### config.mk
export PLATFORM = sky130hd
export DESIGN_NAME = instruction_fetch_unit
export DESIGN_NICKNAME = d
export VERILOG_FILES = /design/src/rtl/instruction_fetch_unit.sv
export SDC_FILE = /design/constraint.sdc
export NUM_CORES = 1
export LEC_CHECK = 0
export ABC_AREA = 1
export CAP_MARGIN = 30
export CORE_MARGIN = 10
export CORE_UTILIZATION = 30
export CTS_CLUSTER_SIZE = 24
export DETAILED_ROUTE_END_ITERATION = 10
export GPL_TIMING_DRIVEN = 0
export SLEW_MARGIN = 20
export SYNTH_ARGS = -nofsm -noshare
export SYNTH_HDL_FRONTEND = slang
export SYNTH_SLANG_ARGS = --single-unit
### constraint.sdc
create_clock -name clk -period 7.4 [get_ports clk]
set_clock_uncertainty 0.05 [all_clocks]
set_input_delay 0.74 -clock clk [delete_from_list [all_inputs] [get_ports clk]]
set_output_delay 0.74 -clock clk [all_outputs]
set_load 0.03 [all_outputs]
### src/rtl/instruction_fetch_unit.sv
// Fetch stage of the RV32I pipeline.
// Owns the PC, drives the combinational instruction memory, and fills the IF/ID
// register. Handles stall, flush and redirect requests. Misaligned redirects and
// fetches beyond the end of memory lock the unit into FAULT until reset.
//
// state | meaning
// RUN   | normal fetch, priority: bad redirect, redirect, range fault, stall, flush, fetch
// FAULT | sticky trap; PC, FaultPC and FetchCount frozen, IF/ID held as a bubble
module instruction_fetch_unit #(
    parameter logic [31:0] RESET_PC  = 32'h0000_0000,
    parameter int          MEM_SIZE  = 1024,
    parameter logic [31:0] NOP_INSTR = 32'h0000_0013
) (
    input  logic        clk,
    input  logic        reset,
    input  logic        Stall,
    input  logic        Flush,
    input  logic        BranchTaken,
    input  logic [31:0] BranchTarget,
    input  logic [31:0] ReadInstruction,
    output logic [31:0] InstructionAddress,
    output logic [31:0] IfIdInstruction,
    output logic [31:0] IfIdPC,
    output logic [31:0] IfIdPCPlus4,
    output logic        IfIdValid,
    output logic        FetchFault,
    output logic [31:0] FaultPC,
    output logic [31:0] FetchCount
);

    typedef enum logic {RUN, FAULT} state_t;

    // Highest PC from which a full 32-bit word can still be fetched.
    localparam logic [31:0] PC_LIMIT = 32'(MEM_SIZE - 4);

    state_t      state, state_next;
    logic [31:0] pc, pc_next, pc_plus4;
    logic [31:0] instr_next, ifid_pc_next, ifid_pc_plus4_next;
    logic        valid_next;
    logic [31:0] fault_pc_next, count_next;

    assign pc_plus4           = pc + 32'd4;
    assign InstructionAddress = pc;
    assign FetchFault         = (state == FAULT);

    // State and datapath registers; async reset returns everything to reset values.
    always_ff @(posedge clk or posedge reset) begin
        if (reset) begin
            state           <= RUN;
            pc              <= RESET_PC;
            IfIdInstruction <= NOP_INSTR;
            IfIdPC          <= 32'd0;
            IfIdPCPlus4     <= 32'd0;
            IfIdValid       <= 1'b0;
            FaultPC         <= 32'd0;
            FetchCount      <= 32'd0;
        end else begin
            state           <= state_next;
            pc              <= pc_next;
            IfIdInstruction <= instr_next;
            IfIdPC          <= ifid_pc_next;
            IfIdPCPlus4     <= ifid_pc_plus4_next;
            IfIdValid       <= valid_next;
            FaultPC         <= fault_pc_next;
            FetchCount      <= count_next;
        end
    end

    // Next-state and next-datapath decode; everything holds unless a branch below changes it.
    always_comb begin
        state_next         = state;
        pc_next            = pc;
        instr_next         = IfIdInstruction;
        ifid_pc_next       = IfIdPC;
        ifid_pc_plus4_next = IfIdPCPlus4;
        valid_next         = IfIdValid;
        fault_pc_next      = FaultPC;
        count_next         = FetchCount;

        case (state)
            RUN: begin
                if (BranchTaken && (BranchTarget[1:0] != 2'b00)) begin
                    state_next    = FAULT;
                    fault_pc_next = BranchTarget;
                    instr_next    = NOP_INSTR;
                    valid_next    = 1'b0;
                end else if (BranchTaken) begin
                    // Redirect wins over Stall: the wrong-path word is dropped.
                    pc_next    = BranchTarget;
                    instr_next = NOP_INSTR;
                    valid_next = 1'b0;
                end else if (pc > PC_LIMIT) begin
                    state_next    = FAULT;
                    fault_pc_next = pc;
                    instr_next    = NOP_INSTR;
                    valid_next    = 1'b0;
                end else if (Stall) begin
                    if (Flush) begin
                        instr_next = NOP_INSTR;
                        valid_next = 1'b0;
                    end
                end else if (Flush) begin
                    pc_next    = pc_plus4;
                    instr_next = NOP_INSTR;
                    valid_next = 1'b0;
                end else begin
                    pc_next            = pc_plus4;
                    instr_next         = ReadInstruction;
                    ifid_pc_next       = pc;
                    ifid_pc_plus4_next = pc_plus4;
                    valid_next         = 1'b1;
                    count_next         = FetchCount + 32'd1;
                end
            end
            FAULT: begin
                instr_next = NOP_INSTR;
                valid_next = 1'b0;
            end
            default: begin
                state_next = RUN;
            end
        endcase
    end

endmodule

==> summary.md, run 1 <==
| Metric | Value |
|---|---|
| Status | complete, no violations |
| Critical Path Sink Type | primary output |
| Routability cong. | roughly 0.95 |
| CTS clk-pin slew, worst paths | ~0.07 ns |
| Post-synth EDFFs | 0 |
| Syn_nets | about 1300 |
| Worst Hold Depth | 2 |
| CP Cell Sequence | clkdlybuf4s50_1 |
| Mux cell area share after synthesis | 0.7541% |
| Remaining antenna violation count after routing | 0 |
| Core Area | around 31000 sq um |
| Skew-Pair Late Insertion Delay | 0.45 ns |
| Max Fanout on Critical Path | 7 |
| Worst-margin pin slew | approximately 0.74 ns |
| Top cells by area, synth | dfrtp_1, nand2_1, nor2_1 |
| Avg Inst Size Synth | about 7.6 sq um |
| PD cells | 170.1 nW/um^2 |
| Delay-heaviest family, CP | buffers and inverters |
| CTS Buffer Depth | 2 |
| Antenna violations before repair | 2 |
| First drt pass iteration count | 5 |
| Final Hold Vio Count | 0 |
| WL final | approximately 34000 microns |
| Synth Cell Area | between 9000 and 10000 sq um |
| Largest family of logic cells by synthesized area | simple AND/OR/NAND/NOR gates |
| Reg2reg path depth | 10 |
| TritonCTS clock tree | built |
| Clock Tree Root | clkbuf_16 |
| Total CTS buffers | 17 |
| XOR/XNOR share of the synthesized area | 2.545% |
| Slowest cell on the critical path | clkdlybuf4s50_1 |
| RSZ-0062 raised after global routing | no |
| Port buffer count | approximately 260 |
| Largest net degree at the start of global routing | 94 |
| Grt ovf | 0 |
| Post-CTS sizing | 0 |
| Slew Limit Fails | 0 |
| Layout area overhead | 40.86% |
| Maximum vdd drop | between 100 and 150 uV |
| I/O Pins | ~260 |
| Critical Path AT | between 1.5 and 2 ns |
| Setup Buffers After CTS | 0 |
| Placed wire-length estimate | around 26000 microns |
| H-tree Lvls | 4 |
| Worst endpoint required time | between 6 and 7 ns |
| Cells after Synth | around 1200 |
| Adder-cell share of the synthesized area | 0.2693% |
| Die width | ~200 microns |
| Crit path buffers/inverters | 1 |
| Crit. Startpoint | InstructionAddress[2]$_DFFE_PP0P_ |
| Hold_buf cts | 0 |
| Area leader, netlist | dfrtp_1 |
| Setup Viol. Count Final | 0 |
| Post-Synth Simple-Gate Area | roughly 30% |
| Crit path time final | roughly 2.6 ns |
| R2r startpoint | InstructionAddress[2]$_DFFE_PP0P_ |
| HP Start | IfIdPC[9]$_DFFE_PP0P_ |
| Share of post-route cells with drive strength above 1 | about 5.8% |
| Lkg Pwr | between 6 and 7 nW |
| GRT Overall Usage | between 15 and 20% |
| Flop and latch count out of synthesis | 192 |
| Unique cell type count in the Yosys netlist | 36 |
| Vert. Die Dim | 196.0 microns |
| Async SR Flop Fraction | between 90% and 100% |
| Levels on crit path | 1 |
| Post-synth top flop | dfrtp_1 |
| # rows | between 60 and 70 |
| Clock Sinks | 192 |
| Max_slew headroom | roughly 51% |
| Worst setup SP type | flip-flop |
| HP Class | flip-flop to flip-flop |
| DR vias | 8752 |
| Iteration-0 DRC count of the detailed router | about 510 |
| Initial core utilization | a little under a third |
| Synth Warn # | 0 |
| Die Area | about 38000 sq um |
| Residual DRC | 0 |
| F_max | between 300 and 400 MHz |
| Nets@finish | around 1600 |
| Period utilization | between 30% and 40% |
| Vias per Instance | 4.575 |
| Number of global-route vias before repair | around 9000 |
| Synth Area in Compound Gates | around 6.4% |
| Share of the synthesized area in the top cell type | approximately 51% |
| Wire per inst | around 18 microns |
| Final Util | between 40% and 50% |
| Max Cap Violations | 0 |
| Worst stage delay on the critical path | 0.81 ns |
| Setup CP Type | flip-flop to primary output |
| Setup TNS Final | 0 ns |
| Global-route wire length before repair | ~53000 microns |
| Sequential share of the synthesized area | between 50% and 60% |
-- Yosys cell counts (2+ instances only) --
library cell,count
nor3_1,10
nand3_1,69
buf_4,10
inv_1,121
dfrtp_1,189
a31oi_1,2
xor2_1,25
mux2i_1,7
nand4_1,8
clkbuf_1,13
ha_1,2
o21ai_0,84
nor2_1,148
xnor2_1,2
dfstp_2,3
buf_2,23
o21ai_1,22
nand2_1,453
inv_2,3
nand3b_1,3
buf_1,2
nand2_2,3
o22ai_1,3
nor2_2,2
nor2_4,2
-- registers in the layout (all words and copies together) (netlist names) --
name / cells
FetchFault: 1
IfIdPCPlus4: 30
FetchCount: 32
IfIdValid: 1
IfIdInstruction: 32
InstructionAddress: 32
FaultPC: 32
IfIdPC: 32
-- placed cells by master (no fill, tap or decap), drive strengths merged, types with 6 or more instances in the layout --
| cell | count |
|---|---|
| clkinv | 6 |
| o21ai | 107 |
| xor2 | 25 |
| nand2 | 457 |
| clkdlybuf4s50 | 262 |
| nor3 | 11 |
| buf | 38 |
| clkbuf | 31 |
| mux2i | 7 |
| nand3 | 71 |
| dfrtp | 189 |
| nor2 | 152 |
| inv | 132 |
| nand4 | 8 |
-- stage by stage --
stage | setup WS [ns] | hold WS, ns | instances | cell area, sq um | total power (W)
2_1_floorplan | 1.388 | 0.4090 | 1220 | 9291 | 0.001183
3_3_place_gp | -1.540 | 0.4127 | 1878 | 12410 | 0.001278
3_5_place_dp | 4.471 | 0.4228 | 1880 | 12470 | 0.001283
4_1_cts | 4.801 | 0.4413 | 1912 | 13090 | 0.002256
5_1_grt | 4.710 | 0.4563 | 1912 | 13090 | 0.002321
6_report | 4.827 | 0.4345 | 1913 | 13090 | 0.002226
-- metal layers --
layer	wire length (microns)	global-route usage, %	vias up
met2	15800	28.73	282
met5	33	0	-
met3	2848	6.121	34
met4	504	4.581	4
li1	-	-	4345
met1	14620	21.54	4087
-- power by group --
part	leakage [nW]	switching, W	internal, W
clock	0.303	0.000475	0.000490
sequential	2.38	0.0000185	0.00106
combinational	3.52	0.000110	0.0000751
total	6.20	0.000604	0.00162
-- logic make-up after synthesis --
family	after synthesis
flops	192
buf+inv	174
mux	7
compound gates	115
xor+xnor	27
fa+ha+maj	2
simple gates	703
-- path summary, 6_finish.rpt --
path | endpoint | slack (ns)
setup / recovery | InstructionAddress[2] | 4.83
max in group asynchronous | FaultPC[25]$_DFFE_PP0P_ | 5.58
min in group asynchronous | FetchCount[31]$_DFFE_PP0P_ | 0.62
setup reg to reg | FaultPC[15]$_DFFE_PP0P_ | 4.97
hold reg to reg | IfIdPC[9]$_DFFE_PP0P_ | 0.43
hold / removal | IfIdPC[9]$_DFFE_PP0P_ | 0.43
-- final cells by class --
class | count | area [sq um]
sequential | 192 | 4808
multi-input combinational | 854 | 3755
antenna | 1 | 2.502
inverter | 124 | 473.0
tap | 396 | 495.5
clock inverter | 15 | 187.7
timing repair buffer | 264 | 2678
buffer | 50 | 262.8
fill | 3110 | 17500
clock buffer | 17 | 425.4
Note: power is estimated with default switching activity, not from simulation.
==> run 2: changes to the inputs <==
==> constraint.sdc (replaced) <==
create_clock -name clk -period 2.08 [get_ports clk]
set_clock_uncertainty 0.05 [all_clocks]
set_input_delay 0.208 -clock clk [delete_from_list [all_inputs] [get_ports clk]]
set_output_delay 0.208 -clock clk [all_outputs]
set_load 0.03 [all_outputs]
==> run 2 against run 1 <==
Net effect:
- design area increased by 3.6%
- critical path depth increased by 9
- first-iteration DRC count increased by 8.9%
- combinational power increased to 3.8 times the previous value
- via count increased by 1.4%
- sequential share of layout area decreased by 1.1 points
- routed wire length increased by 0.67%
- final cell count increased by 1.3%
- critical path type is now flip-flop to flip-flop
- critical endpoint is now FetchCount[14]$_DFFE_PP0P_
==> summary.md, run 2 (synthesis gave the netlist of run 1 again) <==
| Metric | Value |
|---|---|
| Status | complete, no violations |
| Clock Tree Root | clkbuf_16 |
| HP Class | primary input to asynchronous set/reset pin |
| # rows | between 60 and 70 |
| Max Cap Violations | 0 |
| Logic pwr share | around 8.8% |
| Max_slew headroom | between 50% and 60% |
| WL final | 34040 microns |
| Period utilization | between 90% and 100% |
| Grt ovf | 0 |
| Fillcell total | about 3000 |
| Final Hold Vio Count | 0 |
| Die width | 196.0 microns |
| Worst setup SP type | flip-flop |
| Port buffer count | 262 |
| Worst stage delay on the critical path | approximately 0.45 ns |
| Critical Path AT | ~2.3 ns |
| Layout area overhead | 45.92% |
| Placed wire-length estimate | 26590 microns |
| Global-route wire length before repair | between 50000 and 60000 microns |
| Critical Path Sink Type | flip-flop |
| Initial core utilization | a little under a third |
| Crit path time final | approximately 2.0 ns |
| DR vias | about 8900 |
| Setup CP Type | flip-flop to flip-flop |
| Worst endpoint required time | between 2 and 2.5 ns |
| Residual DRC | 0 |
| Routability cong. | around 0.91 |
| Remaining antenna violation count after routing | 0 |
| Post-DP Area | 12530 sq um |
| Number of global-route vias before repair | between 8000 and 9000 |
| Die Area | between 30000 and 40000 sq um |
| Worst-margin pin slew | just over 0.6 ns |
| Core Area | 30590 sq um |
| Slew Limit Fails | 0 |
| I/O Pins | roughly 260 |
| Hold Slack | roughly 0.15 ns |
| CP Cell Sequence | inv_1 > nand2_1 > nor2_2 > nand2_2 > nor2_4 > nand2_4 > buf_12 > clkbuf_16 > nor2_1 > xor2_1 |
| Largest net degree at the start of global routing | 35 |
| Antenna violations before repair | 2 |
| Reg power frac | approximately 48% |
| Skew-Pair Late Insertion Delay | between 0.4 and 0.5 ns |
| Clock Sinks | around 190 |
| Slowest cell on the critical path | dfrtp_1 |
| TritonCTS clock tree | built |
| Cell Int Power | 0.005841 W |
| Lkg Pwr | approximately 6.4 nW |
| CTS clk-pin slew, worst paths | ~0.080 ns |
| Commonest non-fill, non-tap cell in the layout | nand2_1 |
| Post-route cell area | 13560 sq um |
| GRT Overall Usage | around 17% |
| NetSw | 0.002153 W |
| F_max | 506.9 MHz |
| PD cells | ~590 nW/um^2 |
| CTS Buffer Depth | 2 |
| Switching portion of total power | between 20% and 30% |
| H-tree Lvls | 4 |
| Share of post-route cells with drive strength above 1 | approximately a tenth |
| First drt pass iteration count | 5 |
| Iteration-0 DRC count of the detailed router | ~550 |
| Max Fanout on Critical Path | 6 |
| Setup TNS Final | 0 ns |
| Wire per inst | ~18 microns |
| Vias per Instance | between 4 and 5 |
| Clk pwr share | 43.3% |
| Maximum vdd drop | approximately 510 uV |
| Setup Viol. Count Final | 0 |
| Total CTS buffers | 17 |
| Pwr Total | about 0.008 W |
| Commonest cells after routing, fill and taps aside | nand2_1, clkdlybuf4s50_1, dfrtp_1 |
| Nets@finish | about 1600 |
| Vert. Die Dim | 196.0 microns |
## run 2: final timing paths
kind | start | to | slack [ns] | cells after the start
min in group clk | ReadInstruction[21] | IfIdInstruction[21]$_DFFE_PP0P_ | 0.25 | 3
setup / recovery | InstructionAddress[16]$_DFFE_PP0P_ | FetchCount[14]$_DFFE_PP0P_ | 0.11 | 10
setup reg to reg | InstructionAddress[16]$_DFFE_PP0P_ | FetchCount[14]$_DFFE_PP0P_ | 0.11 | 10
hold reg to reg | IfIdPCPlus4[6]$_DFFE_PP0P_ | IfIdPCPlus4[6]$_DFFE_PP0P_ | 0.43 | 2
max in group asynchronous | reset | IfIdInstruction[0]$_DFFE_PP1P_ | 1.01 | 4
hold / removal | reset | IfIdPC[8]$_DFFE_PP0P_ | 0.15 | 2
## run 2: power groups by stage
stage | combinational, W | clock [W] | sequential (W)
2_1_floorplan | 0.000264 | 0 | 0.00395
5_1_grt | 0.000783 | 0.00373 | 0.00383
6_report | 0.000706 | 0.00346 | 0.00382
3_3_place_gp | 0.000647 | 0 | 0.00390
4_1_cts | 0.000688 | 0.00357 | 0.00382
3_5_place_dp | 0.000677 | 0 | 0.00390
## run 2: layout make-up
| cell class | instances | area [sq um] | area share, % |
|---|---|---|---|
| antenna | 1 | 2.502 | 0.01846 |
| multi-input combinational | 854 | 3814 | 28.13 |
| inverter | 124 | 474.2 | 3.498 |
| clock inverter | 14 | 182.7 | 1.347 |
| buffer | 49 | 361.6 | 2.667 |
| clock buffer | 18 | 439.2 | 3.239 |
| sequential | 192 | 4833 | 35.65 |
| tap | 396 | 495.5 | 3.654 |
| timing repair buffer | 290 | 2955 | 21.80 |
## run 2: routing by layer
metal	share of wire (%)	wire, microns	vias up	track usage, %
li1	-	-	4387	-
met3	8.2	2789	33	5.763
met1	43	14700	4172	21.54
met4	1.9	645	2	4.751
met2	47	15890	280	28.36
met5	0.038	13	-	0
## run 2: worst max-delay path, delay by kind of cell, from the launching register on
kind | cells | cell delay (ns)
and+or+nand+nor | 6 | 0.80
buffers and inverters | 3 | 0.43
DFF | 1 | 0.45
xor gates and xnor gates | 1 | 0.15
## run 2: through the flow
stage	cells	worst slack, ns	util, %
floorplan	1220	-0.6520	-
global placement	1878	-2.386	40.58
detailed placement	1884	-0.4435	40.97
CTS	1919	-0.003068	43.26
global route	1938	-0.006725	44.32
finish	1938	0.1071	44.32
## run 2: what timing repair did
action                     4_1_cts  5_1_grt
pin swaps                        1        4
setup buffers                    3       17
hold buffers                     0        0
gates cloned                     0        2
resized for setup               23       58
setup endpoints to repair      188      174
==> run 3: changes to the inputs <==
--- a/config.mk
+++ b/config.mk
@@ -11,6 +11,7 @@
 export CORE_UTILIZATION = 30
 export CTS_CLUSTER_SIZE = 24
 export DETAILED_ROUTE_END_ITERATION = 10
+export DONT_BUFFER_PORTS = 1
 export GPL_TIMING_DRIVEN = 0
 export SLEW_MARGIN = 20
 export SYNTH_ARGS = -nofsm -noshare
==> run 3 against run 2 <==
Net effect:
- utilization is 5.6 points lower
- critical path depth grew 1
- clock-buffer cell count decreased by 1
- global-route usage decreased by 0.49 points
- worst hold slack got worse by 0.11 ns
- first-iteration DRC count fell by 15%
- largest cell class unchanged
- largest power group unchanged
==> summary.md, run 3 (synthesis gave the netlist of run 1 again) <==
| Metric | Value |
|---|---|
| First drt pass iteration count | 5 |
| Number of global-route vias before repair | between 8000 and 9000 |
| WL final | roughly 33000 microns |
| Vert. Die Dim | 196.0 microns |
| Share of post-route cells with drive strength above 1 | between 15 and 20% |
| Commonest non-fill, non-tap cell in the layout | nand2_1 |
| Iteration-0 DRC count of the detailed router | approximately 470 |
| Commonest cells after routing, fill and taps aside | nand2_1, dfrtp_1, nor2_1 |
| Skew-Pair Late Insertion Delay | between 0.4 and 0.5 ns |
| Worst stage delay on the critical path | approximately 0.60 ns |
| GRT Overall Usage | approximately 17% |
| Remaining antenna violation count after routing | 0 |
| Period utilization | around 99% |
| Final Util | a little under 40% |
| Initial core utilization | roughly 30% |
| Placed wire-length estimate | between 20000 and 30000 microns |
| Placed cell count | ~1600 |
| Worst endpoint required time | approximately 2.4 ns |
| Max_slew headroom | 55.91% |
| Critical Path Sink Type | flip-flop |
| Slew Limit Fails | 0 |
| Worst setup SP type | flip-flop |
| RSZ-0062 raised after global routing | yes |
| Cell Int Power | between 0.005 and 0.006 W |
| Routability cong. | 0.9554 |
| TritonCTS clock tree | built |
| Clock Sinks | 192 |
| Worst-margin pin slew | ~0.66 ns |
| DR vias | 8330 |
| F_max | between 400 and 500 MHz |
| Fin worst setup slack | about 0.029 ns |
| # rows | 64 |
| Final Hold Vio Count | 0 |
| Die Area | slightly below 40000 sq um |
| Wire per inst | 19.33 microns |
| Max Cap Violations | 0 |
| Largest net degree at the start of global routing | 35 |
| Setup CP Type | flip-flop to flip-flop |
| Fillcell total | 3129 |
| Grt ovf | 0 |
| Die width | approximately 200 microns |
| Logic pwr share | approximately 6.6% |
| Global-route wire length before repair | 50640 microns |
| Clk pwr share | ~45% |
| Critical Path AT | around 2.3 ns |
| Maximum vdd drop | between 500 and 600 uV |
| PD cells | just under 700 nW/um^2 |
| Setup TNS Final | 0 ns |
| Nets@finish | between 1000 and 1500 |
| Status | complete, no violations |
| Reg power frac | between 40% and 50% |
| HP Class | primary input to flip-flop |
| Residual DRC | 0 |
| Layout area overhead | 27.36% |
| Vias per Instance | between 4 and 5 |
| Switching portion of total power | 29.11% |
| Crit path time final | 2.051 ns |
| CTS Buffer Depth | 2 |
| H-tree Lvls | 4 |
| I/O Pins | between 200 and 300 |
| NetSw | around 0.0023 W |
| Core Area | just over 30000 sq um |
| Hold Slack | ~0.037 ns |
| Clock Tree Root | clkbuf_16 |
| Port buffer count | 0 |
| Max Fanout on Critical Path | 10 |
| Delay-heaviest family, CP | simple AND/OR/NAND/NOR gates |
| Setup WS pre-CTS | -0.6672 ns |
| Slowest cell on the critical path | dfrtp_4 |
| CTS clk-pin slew, worst paths | 0.09 ns |
| Crit path buffers/inverters | 2 |
| CP Cell Sequence | ha_4 > nand2_4 > nor2_4 > nand3_2 > nand2_4 > nor2_4 > nand2_8 > buf_12 > buf_8 > nand2_1 > o31ai_1 |
| Total CTS buffers | 17 |
| Final non-filler cell total | 1731 |
| Antenna violations before repair | 4 |
| Lkg Pwr | ~5.7 nW |
| Setup Viol. Count Final | 0 |
run 3: timing repair:
item | CTS | global route
buffers inserted | 5 | 0
setup endpoints to repair | 189 | 188
gates resized for setup | 55 | 141
pin swaps | 2 | 8
hold buffers | 65 | 0
hold endpoints to repair | 164 | 0
cloned | 0 | 3
run 3: worst min-delay path: cells and delay by family:
kind	cells	cell delay, ns
AO/OA/AOI/OAI	2	0.14
buffers and inverters	1	0.09
AND/OR/NAND/NOR	1	0.06
run 3: per-layer routing:
layer	up-vias	global-route usage [%]	wire, microns	share of wire, %
li1	3987	-	-	-
met1	3979	19.67	13280	40
met2	323	27.38	15600	47
met3	41	7.383	3819	11
met4	0	5.486	771	2.3
met5	-	0	0	0
run 3: power by group through the flow:
stage	logic (W)	clock network (W)	registers, W
3_5_place_dp	0.000391	0	0.00398
3_3_place_gp	0.000358	0	0.00398
4_1_cts	0.000513	0.00368	0.00391
2_1_floorplan	0.000264	0	0.00395
6_report	0.000528	0.00358	0.00392
5_1_grt	0.000590	0.00384	0.00393
run 3: final cells by class:
cell class,instances,area (sq um),area share [%]
antenna,4,10.01,0.08458
buffer,50,436.7,3.690
clock buffer,17,425.4,3.595
clock inverter,15,227.7,1.924
inverter,124,476.7,4.028
multi-input combinational,854,4018,33.95
sequential,192,4857,41.04
tap,396,495.5,4.187
timing repair buffer,79,887.1,7.496
run 3: stage by stage:
| step | instance area [sq um] | power, W |
|---|---|---|
| global route | 11830 | 0.008352 |
| finish | 11830 | 0.008025 |
| CTS | 11390 | 0.008106 |
| global placement | 9791 | 0.004342 |
| floorplan | 9295 | 0.004210 |
| detailed placement | 9911 | 0.004373 |
run 3: worst paths after layout:
path	startpoint	end	slack [ns]	cells past startpoint
worst max-delay path	InstructionAddress[2]$_DFFE_PP0P_	IfIdPCPlus4[9]$_DFFE_PP0P_	0.03	11
worst min-delay path	BranchTarget[18]	FaultPC[18]$_DFFE_PP0P_	0.04	4
worst max register to register	InstructionAddress[2]$_DFFE_PP0P_	IfIdPCPlus4[9]$_DFFE_PP0P_	0.03	11
worst min register to register	InstructionAddress[1]$_DFFE_PP0P_	InstructionAddress[1]$_DFFE_PP0P_	0.47	2
max in group asynchronous	reset	IfIdInstruction[18]$_DFFE_PP0P_	0.81	5
min in group asynchronous	reset	IfIdPC[8]$_DFFE_PP0P_	0.21	2
